==> src/rtl/mem_port_arbiter_if.sv <==
// Memory-style request/response bus shared by requesters and the memory port.
// master drives req/we/addr/wdata; slave returns ack/rdata.
interface mem_port_arbiter_if;
  logic        req;
  logic        we;
  logic [31:0] addr;
  logic [31:0] wdata;
  logic        ack;
  logic [31:0] rdata;

  modport master (
    output req, we, addr, wdata,
    input  ack, rdata
  );

  modport slave (
    input  req, we, addr, wdata,
    output ack, rdata
  );
endinterface

==> src/rtl/mem_port_arbiter.sv <==
// Two-requester arbiter for the data-memory port, with a watchdog.
// Ports: clk, rst_n, r0/r1 (slave buses), m (master bus), grant_id, busy, timeout_err.
module mem_port_arbiter #(
  parameter int unsigned FIXED_PRIO     = 0,
  parameter int unsigned TIMEOUT_CYCLES = 64,
  parameter logic [31:0] ERR_DATA       = 32'hDEAD_BEEF
) (
  input  logic              clk,
  input  logic              rst_n,
  mem_port_arbiter_if.slave  r0,
  mem_port_arbiter_if.slave  r1,
  mem_port_arbiter_if.master m,
  output logic              grant_id,
  output logic              busy,
  output logic              timeout_err
);

  typedef enum logic [1:0] {
    IDLE,
    BUSY,
    RESP
  } state_t;

  localparam logic       FP       = (FIXED_PRIO != 0);
  localparam logic [7:0] LAST_CNT = 8'(TIMEOUT_CYCLES - 1);

  state_t      state_q, state_d;
  logic        req_q, req_d;
  logic        we_q, we_d;
  logic [31:0] addr_q, addr_d;
  logic [31:0] wdata_q, wdata_d;
  logic        grant_q, grant_d;
  logic        last_q, last_d;
  logic [7:0]  cnt_q, cnt_d;
  logic [1:0]  ack_q, ack_d;
  logic [31:0] rdata_q, rdata_d;
  logic        terr_q, terr_d;
  logic        both;
  logic        win;

  assign both = r0.req & r1.req;

  always_comb begin
    win = 1'b0;
    unique case (1'b1)
      (both & FP):        win = 1'b1;
      (both & ~FP):       win = ~last_q;
      (r1.req & ~r0.req): win = 1'b1;
      default:            win = 1'b0;
    endcase
  end

  always_comb begin
    state_d = state_q;
    req_d   = req_q;
    we_d    = we_q;
    addr_d  = addr_q;
    wdata_d = wdata_q;
    grant_d = grant_q;
    last_d  = last_q;
    cnt_d   = cnt_q;
    ack_d   = 2'b00;
    rdata_d = '0;
    terr_d  = terr_q;
    unique case (state_q)
      IDLE: begin
        if (r0.req || r1.req) begin
          req_d   = 1'b1;
          we_d    = win ? r1.we    : r0.we;
          addr_d  = win ? r1.addr  : r0.addr;
          wdata_d = win ? r1.wdata : r0.wdata;
          grant_d = win;
          last_d  = win;
          cnt_d   = '0;
          state_d = BUSY;
        end
      end
      BUSY: begin
        unique case (1'b1)
          m.ack: begin
            rdata_d = m.rdata;
            ack_d   = grant_q ? 2'b10 : 2'b01;
            req_d   = 1'b0;
            state_d = RESP;
          end
          (!m.ack && cnt_q >= LAST_CNT): begin
            rdata_d = ERR_DATA;
            ack_d   = grant_q ? 2'b10 : 2'b01;
            req_d   = 1'b0;
            terr_d  = 1'b1;
            state_d = RESP;
          end
          default: begin
            if (cnt_q != 8'hFF) cnt_d = cnt_q + 8'd1;
          end
        endcase
      end
      RESP: state_d = IDLE;
      default: state_d = IDLE;
    endcase
  end

  always_ff @(posedge clk or negedge rst_n) begin
    if (!rst_n) begin
      state_q <= IDLE;
      req_q   <= 1'b0;
      we_q    <= 1'b0;
      addr_q  <= '0;
      wdata_q <= '0;
      grant_q <= 1'b0;
      last_q  <= 1'b1;
      cnt_q   <= '0;
      ack_q   <= 2'b00;
      rdata_q <= '0;
      terr_q  <= 1'b0;
    end else begin
      state_q <= state_d;
      req_q   <= req_d;
      we_q    <= we_d;
      addr_q  <= addr_d;
      wdata_q <= wdata_d;
      grant_q <= grant_d;
      last_q  <= last_d;
      cnt_q   <= cnt_d;
      ack_q   <= ack_d;
      rdata_q <= rdata_d;
      terr_q  <= terr_d;
    end
  end

  assign m.req       = req_q;
  assign m.we        = we_q;
  assign m.addr      = addr_q;
  assign m.wdata     = wdata_q;
  assign r0.ack      = ack_q[0];
  assign r1.ack      = ack_q[1];
  assign r0.rdata    = ack_q[0] ? rdata_q : '0;
  assign r1.rdata    = ack_q[1] ? rdata_q : '0;
  assign grant_id    = grant_q;
  assign busy        = (state_q != IDLE);
  assign timeout_err = terr_q;

endmodule

==> src/flat_wrapper.sv <==
// flat-port wrapper written by rule: the top's interface ports become plain ports
module mem_port_arbiter_flat 
#(
  parameter int unsigned FIXED_PRIO     = 0,
  parameter int unsigned TIMEOUT_CYCLES = 64,
  parameter logic [31:0] ERR_DATA       = 32'hDEAD_BEEF
)
  (clk, rst_n, grant_id, busy, timeout_err, r0_req, r0_we, r0_addr, r0_wdata, r0_ack, r0_rdata, r1_req, r1_we, r1_addr, r1_wdata, r1_ack, r1_rdata, m_req, m_we, m_addr, m_wdata, m_ack, m_rdata);
  mem_port_arbiter_if r0_i ();
  mem_port_arbiter_if r1_i ();
  mem_port_arbiter_if m_i ();
  input  logic clk;
  input  logic rst_n;
  output logic grant_id;
  output logic busy;
  output logic timeout_err;
  input wire logic [$bits(r0_i.req)-1:0] r0_req;
  input wire logic [$bits(r0_i.we)-1:0] r0_we;
  input wire logic [$bits(r0_i.addr)-1:0] r0_addr;
  input wire logic [$bits(r0_i.wdata)-1:0] r0_wdata;
  output wire logic [$bits(r0_i.ack)-1:0] r0_ack;
  output wire logic [$bits(r0_i.rdata)-1:0] r0_rdata;
  input wire logic [$bits(r1_i.req)-1:0] r1_req;
  input wire logic [$bits(r1_i.we)-1:0] r1_we;
  input wire logic [$bits(r1_i.addr)-1:0] r1_addr;
  input wire logic [$bits(r1_i.wdata)-1:0] r1_wdata;
  output wire logic [$bits(r1_i.ack)-1:0] r1_ack;
  output wire logic [$bits(r1_i.rdata)-1:0] r1_rdata;
  output wire logic [$bits(m_i.req)-1:0] m_req;
  output wire logic [$bits(m_i.we)-1:0] m_we;
  output wire logic [$bits(m_i.addr)-1:0] m_addr;
  output wire logic [$bits(m_i.wdata)-1:0] m_wdata;
  input wire logic [$bits(m_i.ack)-1:0] m_ack;
  input wire logic [$bits(m_i.rdata)-1:0] m_rdata;
  assign r0_i.req = r0_req;
  assign r0_i.we = r0_we;
  assign r0_i.addr = r0_addr;
  assign r0_i.wdata = r0_wdata;
  assign r0_ack = r0_i.ack;
  assign r0_rdata = r0_i.rdata;
  assign r1_i.req = r1_req;
  assign r1_i.we = r1_we;
  assign r1_i.addr = r1_addr;
  assign r1_i.wdata = r1_wdata;
  assign r1_ack = r1_i.ack;
  assign r1_rdata = r1_i.rdata;
  assign m_req = m_i.req;
  assign m_we = m_i.we;
  assign m_addr = m_i.addr;
  assign m_wdata = m_i.wdata;
  assign m_i.ack = m_ack;
  assign m_i.rdata = m_rdata;
  mem_port_arbiter #(.FIXED_PRIO(FIXED_PRIO), .TIMEOUT_CYCLES(TIMEOUT_CYCLES), .ERR_DATA(ERR_DATA)) u_core (.clk(clk), .rst_n(rst_n), .r0(r0_i), .r1(r1_i), .m(m_i), .grant_id(grant_id), .busy(busy), .timeout_err(timeout_err));
endmodule
==> config.mk <==
export PLATFORM = sky130hd
export DESIGN_NAME = mem_port_arbiter_flat
export DESIGN_NICKNAME = d
export VERILOG_FILES = /design/src/rtl/mem_port_arbiter_if.sv /design/src/rtl/mem_port_arbiter.sv /design/src/flat_wrapper.sv
export SDC_FILE = /design/constraint.sdc
export NUM_CORES = 1
export LEC_CHECK = 0
export CAP_MARGIN = 20
export CORE_AREA = 4 4 118 120
export DETAILED_ROUTE_END_ITERATION = 10
export DIE_AREA = 0 0 122 124
export PLACE_DENSITY_LB_ADDON = 0.25
export SLEW_MARGIN = 20
export SYNTH_ARGS = -nofsm -noshare
export SYNTH_HDL_FRONTEND = slang
export SYNTH_SLANG_ARGS = --single-unit
==> constraint.sdc <==
create_clock -name clk -period 3.1 [get_ports clk]
set_input_delay 0.62 -clock clk [delete_from_list [all_inputs] [get_ports clk]]
set_output_delay 0.62 -clock clk [all_outputs]
set_load 0.01 [all_outputs]
==> results_dict.tcl <==
set metrics [dict create \
    place_inst 962 \
    io_pins 302 \
    grt_pass1_vias 4928 \
    rr_worst_depth 6 \
    wire_per_inst_um 16.45 \
    wl_um 16350 \
    reg2reg_slack_ps 1350 \
    hold_viol 0 \
    syn_area_per_cell_um2 10.12 \
    arrival_ps 2000 \
    leakage_nw 4.058 \
    whs_ps 210.5 \
    worstSetupEndpointType "output pin" \
    setup_viol 0 \
    ys_ff_latch 113 \
    cts_buffer_depth 2 \
    p_total_w 0.007252 \
    antenna_found_initial 0 \
    synth_nets 681 \
    fillers 1000 \
    synthCells 513 \
    grt-ovfl-total 0 \
    synth_cell_types 31 \
    synth_area_um2 5192 \
    rsz0062_at_grt "no" \
    core_area_um2 12980 \
    worstSkewPairLatency_ps 410 \
    clock_tree.root_cell "clkbuf_16" \
    grt_pass1_wl_um 24870 \
    instances_no_fill 994 \
    layout_common_cells "clkdlybuf4s50_1 (300), dfrtp_1 (112), nand2_1 (71), and2_1 (67), mux2i_1 (65)" \
    gr-usage-all-layers_pct 21.50 \
    crit_required_ps 2480 \
    drt_iter0_drc 254 \
    place_congestion 0.8655 \
    maxCapViolCount 0 \
    fmax_mhz 381.6 \
    start_util_pct 40.00 \
    final_common_cell "clkdlybuf4s50_1" \
    cp_max_fo 33 \
    cts_hold_buf 0 \
    cts_sinks 113 \
    hp-class "in2async" \
    finalSetupTns_ps 0 \
    timing.rr.end "u_core.rdata_q[31]" \
    drtAntennaViolNets 0 \
    cts_tree "yes" \
    r2r_start "u_core.cnt_q[0]" \
    seq_area_frac_synth_pct 54.48 \
    dieArea_um2 15130 \
    drtPass1Iterations 4 \
    die_y_um 124 \
    num_vias 4759 \
    ys_warn_count 0 \
    utilization_pct 69.35 \
    row_count 42 \
    htree_levels 4 \
    powerDensity_nw_per_um2 805.7 \
    period_share_pct 84.53 \
    crit_type "reg2out" \
    dp_hpwl_um 12520 \
    cts_buffers 17 \
    critPathLaunchType "register" \
    io_buffers 301 \
    grt_max_degree 137 \
    worst_slew_pin_slew_ps 716.4 \
    status "complete, no violations" \
    slew_headroom_pct 52.24 \
    drv_slew 0 \
    drcViolationCount 0 \
    area_delta_synth_final_pct 73.35 \
    fin_skew_ps 11.26 \
    die-width_um 122 \
    finalNetCount 973 \
    drive_gt1_share_pct 5.501 \
    routed_via_density 4.788 \
    ir_worst_vdd_v 0.0004849 \
    diodes 0 \
    cts_resized 0 \
    period_minus_slack_ps 2621 \
    path_clk_slew_ps 50 \
    post_cts_buffers 0 \
]
[metal layers]
metal,wire length [um],up-vias,part of all wire [%],global-route usage (%)
li1,-,2280,-,-
met2,8373,220,51,37.12
met3,1698,21,10,9.310
met1,6004,2238,37,23.50
met4,278,0,1.7,8.193
met5,0,-,0,0
[stage by stage]
| step | worst slack, ps | instance area (um^2) |
|---|---|---|
| 2_1_floorplan | 1479 | 5192 |
| 3_3_place_gp | 847.0 | 8328 |
| 4_1_cts | 426.6 | 9001 |
| 5_1_grt | 337.7 | 9001 |
| 3_5_place_dp | 807.1 | 8328 |
| 6_report | 479.4 | 9001 |
[worst max-delay path, stage by stage, from the launching register on]
cell and delay, ps:
dfrtp_1 800, and2_1 240, clkdlybuf4s50_1 560
[synthesized netlist by cell type]
library cell | count | share of area, %
o21ai_0 | 31 | 3.0
o211ai_1 | 1 | 0.14
clkbuf_1 | 16 | 1.2
nand2_1 | 71 | 5.1
buf_6 | 6 | 1.3
nand2_2 | 1 | 0.12
a31oi_1 | 2 | 0.24
ha_1 | 1 | 0.24
or2_1 | 2 | 0.24
o21ai_1 | 39 | 3.8
nor3b_2 | 1 | 0.24
clkbuf_2 | 1 | 0.096
nand3_1 | 5 | 0.48
and3_1 | 9 | 1.1
a21oi_1 | 27 | 2.6
and2_1 | 67 | 8.1
dfstp_2 | 1 | 0.51
a21boi_2 | 1 | 0.22
dfrtp_1 | 112 | 54
a21o_1 | 1 | 0.14
mux2i_1 | 65 | 13
a21boi_0 | 2 | 0.29
o21ai_2 | 1 | 0.17
nor2_1 | 6 | 0.43
buf_4 | 1 | 0.14
buf_2 | 11 | 1.1
nand2b_1 | 2 | 0.24
nor2b_1 | 1 | 0.12
a2bb2oi_1 | 1 | 0.17
inv_1 | 27 | 2.0
o21a_1 | 1 | 0.14
[cell type report]
type | instances | area [um^2] | share of cell area (%)
Clock buffer | 23 | 498.0 | 5.532
Sequential cell | 113 | 2829 | 31.43
Multi-Input combinational cell | 338 | 2077 | 23.07
Clock inverter | 9 | 175.2 | 1.946
Inverter | 27 | 101.3 | 1.126
Tap cell | 176 | 220.2 | 2.446
Timing Repair Buffer | 308 | 3100 | 34.45
[report_power, final]
group | total (W) | leakage, nW | internal [W] | switching, W
combinational | 0.00266 | 2.29 | 0.00141 | 0.00125
sequential | 0.00240 | 1.44 | 0.00204 | 0.000357
clock | 0.00219 | 0.325 | 0.00153 | 0.000662
total | 0.00725 | 4.06 | 0.00498 | 0.00227
[worst max path at each step]
stage                     slack, ps  cells past startpoint                 end             from
after floorplan                1480                      5   u_core.m.addr[10]           r1_req
after global placement          850                      5  u_core.m.wdata[27]           r1_req
after detailed placement        810                      6     u_core.cnt_q[4]           r0_req
after CTS                       430                      2        r0_rdata[22]  u_core.ack_q[0]
after global routing            340                      2        r0_rdata[22]  u_core.ack_q[0]
final                           480                      2        r0_rdata[22]  u_core.ack_q[0]
[state kept, by name (all words and copies together) (netlist names)]
name	cells
u_core.timeout_err	1
u_core.m.req	1
u_core.ack_q	2
u_core.rdata_q	32
u_core.cnt_q	8
u_core.grant_id	1
u_core.m.wdata	32
u_core.m.we	1
u_core.m.addr	32
u_core.last_q	1
u_core.state_q	2
[cell families after synthesis]
family / Yosys count / share of synthesized area, %
buffers and inverters: 62 / 5.711
flip-flops: 113 / 54.48
AO/OA/AOI/OAI: 107 / 10.87
adder cells (fa/ha/maj): 1 / 0.2409
AND/OR/NAND/NOR: 165 / 16.17
multiplexers: 65 / 12.53
Note: power is estimated with default switching activity, not from simulation.
